## config.mk

```make
export PLATFORM = sky130hd
export DESIGN_NAME = ctrl_unit
export DESIGN_NICKNAME = d
export VERILOG_FILES = /design/src/rtl/ctrl_unit.sv
export SDC_FILE = /design/constraint.sdc
export NUM_CORES = 1
export LEC_CHECK = 0
export BUFFER_PORTS_ARGS = -buffer_cell sky130_fd_sc_hd__buf_4
export CAP_MARGIN = 20
export CORE_AREA = 10 10 47 49
export DETAILED_ROUTE_END_ITERATION = 10
export DIE_AREA = 0 0 57 59
export GPL_ROUTABILITY_DRIVEN = 0
export PLACE_DENSITY = 0.64
export SLEW_MARGIN = 30
export SYNTH_ARGS = -nofsm -noshare
export SYNTH_HDL_FRONTEND = slang
export SYNTH_SLANG_ARGS = --single-unit
```

## constraint.sdc

```tcl
create_clock -name clk -period 1.1 [get_ports clk]
set_input_delay 0.165 -clock clk [delete_from_list [all_inputs] [get_ports clk]]
set_output_delay 0.165 -clock clk [all_outputs]
set_load 0.02 [all_outputs]
```

## src/rtl/ctrl_unit.sv

```systemverilog
`default_nettype none
// ============================================================================
// Module   : ctrl_unit
// Purpose  : Moore control sequencer for the 16-bit accumulator CPU.
//            Define UT_CTRL_HALT_EN to make opcode 111 a halt instead of a NOP.
// Revision : 1.0 - initial release
// ============================================================================
module ctrl_unit (
    input  logic       clk,
    input  logic       rst,
    input  logic       ce,
    input  logic [2:0] code_op,
    input  logic       carry,
    output logic       load_RI,
    output logic       inc_PC,
    output logic       load_PC,
    output logic       en_mem,
    output logic       we_mem,
    output logic       sel_adr,
    output logic       load_ACC,
    output logic       load_carry,
    output logic       clr_carry,
    output logic [1:0] sel_ual,
    output logic       halted
);

    typedef enum logic [3:0] {
        S_INIT    = 4'd0,
        S_FETCH   = 4'd1,
        S_LOAD_RI = 4'd2,
        S_DECODE  = 4'd3,
        S_MEM_RD  = 4'd4,
        S_EXEC    = 4'd5,
        S_STORE   = 4'd6,
        S_JUMP    = 4'd7,
        S_CLRC    = 4'd8
`ifdef UT_CTRL_HALT_EN
        , S_HALT  = 4'd9
`endif
    } state_t;

    state_t state_q;
    state_t state_d;

    always_ff @(posedge clk or posedge rst) begin
        if (rst) begin
            state_q <= S_INIT;
        end else if (ce) begin
            state_q <= state_d;
        end
    end

    always_comb begin
        state_d = state_q;
        case (state_q)
            S_INIT:    state_d = S_FETCH;
            S_FETCH:   state_d = S_LOAD_RI;
            S_LOAD_RI: state_d = S_DECODE;
            S_DECODE: begin
                case (code_op)
                    3'b000, 3'b001, 3'b010, 3'b011: state_d = S_MEM_RD;
                    3'b100:  state_d = S_STORE;
                    3'b101:  state_d = S_JUMP;
                    // JCC: jump only when the carry flag is clear
                    3'b110:  state_d = carry ? S_CLRC : S_JUMP;
`ifdef UT_CTRL_HALT_EN
                    default: state_d = S_HALT;
`else
                    default: state_d = S_FETCH;
`endif
                endcase
            end
            S_MEM_RD:  state_d = S_EXEC;
            S_EXEC, S_STORE, S_JUMP, S_CLRC: state_d = S_FETCH;
            default:   state_d = state_q;
        endcase
    end

    always_comb begin
        load_RI    = 1'b0;
        inc_PC     = 1'b0;
        load_PC    = 1'b0;
        en_mem     = 1'b0;
        we_mem     = 1'b0;
        sel_adr    = 1'b0;
        load_ACC   = 1'b0;
        load_carry = 1'b0;
        clr_carry  = 1'b0;
        sel_ual    = 2'b00;
        halted     = 1'b0;
        case (state_q)
            S_FETCH:   en_mem = 1'b1;
            S_LOAD_RI: begin
                load_RI = 1'b1;
                inc_PC  = 1'b1;
            end
            S_MEM_RD: begin
                en_mem  = 1'b1;
                sel_adr = 1'b1;
            end
            S_EXEC: begin
                load_ACC   = 1'b1;
                sel_ual    = code_op[1:0];
                load_carry = (code_op == 3'b001) || (code_op == 3'b010);
            end
            S_STORE: begin
                en_mem  = 1'b1;
                we_mem  = 1'b1;
                sel_adr = 1'b1;
            end
            S_JUMP:    load_PC   = 1'b1;
            S_CLRC:    clr_carry = 1'b1;
`ifdef UT_CTRL_HALT_EN
            S_HALT:    halted    = 1'b1;
`endif
            default: ;
        endcase
    end

endmodule
`default_nettype wire

```

==> out/metrics.cfg, run 1 <==
[placement]
port_buffers = 17
dpl.hpwl_um = 883
postPlaceCellArea_um2 = 619

[routing]
ant_nets = 0
wire_per_inst_um = 12.2
met1_length_um = 477
drc = 0
wl_met2_um = 604
first_pass_iters = 1
maxUsedRoutingLayer = met3
wl_met3_um = 94
drt_iter0_drc = 0
wl_um = 1180
vias = 447
vias_per_cell = 4.66

[critical_path]
cp.arrival_ns = 1.55
cp_cell_sequence = buf_4 > buf_6 > buf_6 > buf_6 > and3b_1 > a32o_2
r2r_end = state_q[2]
r2r_setup_slack_ns = -0.34
max_stage_delay_ns = 0.43
crit_start = state_q[0]
cpMostUsedCell = buf_6
r2r-start = state_q[0]
startpoint_type = flip-flop
slowest_stage = dfrtp_2
ff2ff_path_depth = 6
path_delay_family = buffers and inverters
crit_buf_inv = 4
cp_data_required_time_ns = 1.21
endpoint_kind = flip-flop
cp_max_fo = 6
setup.worst_path.class = flip-flop to flip-flop

[logic_synthesis]
synth_top_area_share_pct = 26.6
synth_top_cell_by_area = dfrtp_1
synth_area_leaders = dfrtp_1, a21oi_1, buf_4
synthesis.area_um2 = 377
synth_nets = 55
synth_cell_types = 25
ys_ff_latch = 4
ys_seq_area_share_pct = 26.6
ys_warn_count = 0
syn_inst = 48
syn_area_per_cell_um2 = 7.85

[final_layout]
nFillCells = 125
layout-drive-gt1-share_pct = 73.8
largest_reg_flops = 4
layout_commonest_cell = buf_6
area_growth_pct = 120
fin_nets = 89
multiInputGateArea_um2 = 350
final_area_um2 = 827
antenna_cells = 0
fin_util_pct = 59.0
final_cell_mix = buf_6, buf_4, nor2_4, dfrtp_2
regMostFlops = state_q
seq_area_um2 = 105
reg_top3 = state_q x4

[grt]
grt_pass1_wl_um = 1780
grt_usage_pct = 6.55
grt_pass1_vias = 418
antenna_found_initial = 0
grt_max_degree = 8
grt_overflow_total = 0

[sta]
setup-tns-final_ns = -3.67
min_period_over_period_pct = 131
rsz0062_at_grt = yes
period_needed_ns = 1.44
slew_violations = 0
finalSetupViolCount = 15
final-hold-violation-count = 0
max_clock_freq_mhz = 693
finClkSkew_ns = 0.00446
setup_ws_ns = -0.344

[worst_hold_path]
min_path_type = primary input to flip-flop
hold_path_startpoint = ce
min_to = state_q[0]
whs_path_depth = 3

[power_and_ir_drop]
internal-power_mw = 1.16
p_sw_uw = 868
power_density_nw_per_um2 = 2450
sequentialPowerShare_pct = 17.3
p_clk_share_pct = 8.7
ir_worst_vdd_uv = 1510
p_sw_share_pct = 42.9
total_leakage_power_nw = 0.363
combinationalPowerShare_pct = 73.9

[clock_tree]
cts.sinks = 4
clockRootBuffer = clkbuf_4
clockBufferDepth = 2
numCtsBuffers = 3
clock_latency_ns = 0.23
cts.reportedPaths.clkPinSlew_ns = 0.04
h-tree-depth = 1
cts_tree = yes

[job]
drv_cap = 0

[floorplan]
core_um2 = 1400
dieArea_um2 = 3360
die_h_um = 59
initial_core_util_pct = 26.9
die_w_um = 57
num_rows = 14
ios = 19

[outcome]
outcome = complete, but fails checks
violations = setup timing

[metal layers]
layer	vias up	global-route usage, %
li1	231	-
met1	203	5.88
met2	13	11.9
met3	0	4.08
met4	0	2.01
met5	-	0
[per-stage QoR]
stage | setup slack (ns) | hold slack [ns] | power [mW] | instances
3_3_place_gp | -0.117 | 0.0570 | 1.38 | 85
5_1_grt | -0.407 | 0.269 | 2.17 | 96
6_report | -0.344 | 0.247 | 2.02 | 96
4_1_cts | -0.347 | 0.227 | 1.91 | 95
3_5_place_dp | -0.125 | 0.0633 | 1.39 | 85
2_1_floorplan | -0.229 | -0.0689 | 1.02 | 48
[worst max-delay path by stage]
stage | endpoint | slack (ns) | cells past startpoint
3_5_place_dp | load_carry | -0.12 | 3
3_3_place_gp | en_mem | -0.12 | 5
5_1_grt | clr_carry | -0.41 | 3
2_1_floorplan | load_carry | -0.23 | 4
4_1_cts | load_carry | -0.35 | 4
6_report | state_q[2] | -0.34 | 6
[tightest hold or removal path: stages]
cell	delay (ns)
buf_4	0.10
a21oi_1	0.06
a21oi_2	0.10
[cell families (layout without fill, tap and decap cells)]
logic type | count (synthesis) | after routing | synth area share, %
AO/OA/AOI/OAI | 14 | 14 | 23.3
XOR/XNOR | 1 | 1 | 2.33
buffers and inverters | 6 | 38 | 9.63
flip-flops | 4 | 4 | 26.6
other | 1 | 1 | 0.996
AND/OR/NAND/NOR | 22 | 22 | 37.2
[cells in the mapped netlist]
master,instances
a21boi_0,1
a21oi_1,6
a32o_2,1
and2_1,2
and3b_1,1
buf_2,2
buf_4,3
conb_1,1
dfrtp_1,4
inv_1,1
nand2_1,3
nand2b_1,2
nand3b_1,1
nand4b_1,1
nor2_1,4
nor2b_1,2
nor2b_2,1
nor3_1,2
nor3_2,1
nor3b_1,1
nor4b_2,1
o211ai_1,2
o21ai_0,3
o22a_1,1
xnor2_1,1
[power groups by stage]
stage	clock [mW]	combinational (mW)	sequential, mW
3_5_place_dp	0	1.07	0.316
2_1_floorplan	0	0.770	0.249
4_1_cts	0.184	1.40	0.326
6_report	0.177	1.50	0.351
5_1_grt	0.203	1.61	0.363
3_3_place_gp	0	1.07	0.313
[layout make-up]
class,instances,share of cell area (%)
timing repair buffer,34,39.3
clock buffer,3,2.72
tap,16,2.42
sequential,4,12.7
multi-input combinational,38,42.4
inverter,1,0.454
[what timing repair did]
| action | 4_1_cts | 5_1_grt |
|---|---|---|
| pin swaps | 3 | 6 |
| setup endpoints to repair | 14 | 15 |
| hold buffers | 1 | 0 |
| hold endpoints to repair | 4 | 0 |
| resized for setup | 21 | 13 |
| buffers inserted | 7 | 1 |
No activity file was read; power rests on OpenSTA's default activity.
==> inputs of run 2 (changes only) <==
SETUP_SLACK_MARGIN = 0.5   (was not set)
==> out/metrics.cfg, run 2 (synthesis gave the netlist of run 1 again) <==
[sta]
slew_violations = 0  ; unchanged
finalSetupViolCount = 15  ; unchanged
setup_ws_ns = -0.321  ; was -0.344 ns
max_clock_freq_mhz = 703  ; was 693 MHz
period_needed_ns = 1.42  ; was 1.44 ns
rsz0062_at_grt = yes  ; unchanged
final-hold-violation-count = 0  ; unchanged
finClkSkew_ns = 0.00171  ; was 0.00446 ns
hold_slack_ns = 0.278  ; was 0.247 ns
min_period_over_period_pct = 129  ; was 131%

[critical_path]
path_delay_family = simple AND/OR/NAND/NOR gates  ; was buffers and inverters
cp_data_required_time_ns = 0.94  ; was 1.21 ns
startpoint_type = flip-flop  ; unchanged
slowest_stage = dfrtp_2  ; unchanged
max_stage_delay_ns = 0.44  ; was 0.43 ns
cp.arrival_ns = 1.26  ; was 1.55 ns
cp_cell_sequence = nor3_4 > nor3b_4 > buf_6  ; was buf_4 > buf_6 > buf_6 > buf_6 > and3b_1 > a32o_2
crit_buf_inv = 1  ; was 4
setup.worst_path.class = flip-flop to primary output  ; was flip-flop to flip-flop
cp_max_fo = 5  ; was 6
endpoint_kind = primary output  ; was flip-flop

[final_layout]
final_area_um2 = 815  ; was 827 um^2
fin_util_pct = 58.1  ; was 59.0%
area_growth_pct = 116  ; was 120%
fin_cells = 97  ; was 96
layout_commonest_cell = buf_4  ; was buf_6
layout-drive-gt1-share_pct = 72.8  ; was 73.8%
fin_nets = 90  ; was 89
reg_top3 = state_q x4  ; unchanged
largest_reg_flops = 4  ; unchanged
regMostFlops = state_q  ; unchanged
antenna_cells = 0  ; unchanged
final_cell_mix = buf_4, buf_6, a21oi_1, dfrtp_2, clkbuf_4  ; was buf_6, buf_4, nor2_4, dfrtp_2

[grt]
grt_usage_pct = 6.99  ; was 6.55%
grt_overflow_total = 0  ; unchanged
antenna_found_initial = 0  ; unchanged
grt_max_degree = 8  ; unchanged
grt_pass1_wl_um = 1890  ; was 1780 um
grt_pass1_vias = 478  ; was 418

[floorplan]
die_w_um = 57  ; unchanged
core_um2 = 1400  ; unchanged
ios = 19  ; unchanged
initial_core_util_pct = 26.9  ; unchanged
num_rows = 14  ; unchanged
die_h_um = 59  ; unchanged
dieArea_um2 = 3360  ; unchanged

[power_and_ir_drop]
p_clk_share_pct = 8.9  ; was 8.7%
combinationalPowerShare_pct = 74.0  ; was 73.9%
ir_worst_vdd_uv = 1640  ; was 1510 uV
internal-power_mw = 1.13  ; was 1.16 mW
p_sw_share_pct = 42.9  ; about the same
p_sw_uw = 851  ; was 868 uW
sequentialPowerShare_pct = 17.2  ; was 17.3%
total_leakage_power_nw = 0.366  ; was 0.363 nW
power_density_nw_per_um2 = 2440  ; was 2450 nW/um^2

[routing]
drc = 0  ; unchanged
first_pass_iters = 4  ; was 1
drt_iter0_drc = 2  ; was 0
wire_per_inst_um = 12.9  ; was 12.2 um
ant_nets = 0  ; unchanged
vias = 482  ; was 447
wl_um = 1250  ; was 1180 um
vias_per_cell = 4.97  ; was 4.66

[clock_tree]
numCtsBuffers = 3  ; unchanged
cts.sinks = 4  ; unchanged
clockBufferDepth = 2  ; unchanged
h-tree-depth = 1  ; unchanged
cts_tree = yes  ; unchanged
clockRootBuffer = clkbuf_4  ; unchanged
cts.reportedPaths.clkPinSlew_ns = 0.04  ; about the same
clock_latency_ns = 0.23  ; about the same

[placement]
dpl.hpwl_um = 932  ; was 883 um
dpl_worst_slack_ns = -0.163  ; was -0.125 ns
dp.cells = 86  ; was 85
postPlaceCellArea_um2 = 627  ; was 619 um^2
port_buffers = 17  ; unchanged

[outcome]
outcome = complete, but fails checks  ; unchanged
violations = setup timing  ; unchanged

[worst_hold_path]
min_path_type = primary input to flip-flop  ; unchanged

[job]
drv_cap = 0  ; unchanged

## run 2: final cells by class
class                           count  area, um^2
Inverter                            1        3.75
Sequential cell                     4         105
Clock buffer                        3        22.5
Tap cell                           16        20.0
Timing Repair Buffer               35         325
Fill cell                         126         587
Multi-Input combinational cell     38         338
## run 2: worst register-to-register path, delay by kind of cell (launching register included)
family / cells / cell delay [ns]
AOI/OAI and AO/OA: 1 / 0.14
buffers and inverters: 3 / 0.38
DFF: 1 / 0.45
and+or+nand+nor: 2 / 0.31
## run 2: power groups by stage
stage | clock network [mW] | logic [mW] | registers (mW)
after floorplan | 0 | 0.781 | 0.250
after global placement | 0 | 1.04 | 0.332
after detailed placement | 0 | 1.06 | 0.333
after CTS | 0.183 | 1.28 | 0.340
after global routing | 0.190 | 1.57 | 0.353
final | 0.176 | 1.47 | 0.341
## run 2: through the flow
| stage | total power [mW] | TNS (ns) |
|---|---|---|
| final | 1.99 | -3.57 |
| after global placement | 1.38 | -0.980 |
| after CTS | 1.80 | -3.27 |
| after global routing | 2.11 | -4.35 |
| after floorplan | 1.03 | -1.22 |
| after detailed placement | 1.39 | -1.08 |
## run 2: path summary, 6_finish.rpt
path	start	end	slack, ns	cells after the start
max	state_q[3]	load_carry	-0.32	3
min	code_op[2]	state_q[1]	0.28	3
max in group asynchronous	rst	state_q[2]	0.57	3
min in group asynchronous	rst	state_q[0]	0.37	3
min reg2reg	state_q[0]	state_q[3]	0.72	2
max reg2reg	state_q[2]	state_q[3]	-0.24	6
## run 2: routing by layer
layer  vias to the layer above  GRT usage, %  wire length (um)
met5                         -             0                 0
met4                         0          5.70                27
met3                         5          2.15                60
met2                        14          13.3               728
met1                       232          5.77               437
li1                        231             -                 -
## run 2: repair_timing
| item | 4_1_cts | 5_1_grt |
|---|---|---|
| endpoints found under the hold margin | 4 | 0 |
| pin swaps | 5 | 4 |
| gates resized for setup | 17 | 13 |
| endpoints found under the setup margin | 15 | 15 |
| hold buffers | 1 | 0 |
| setup buffers | 4 | 3 |
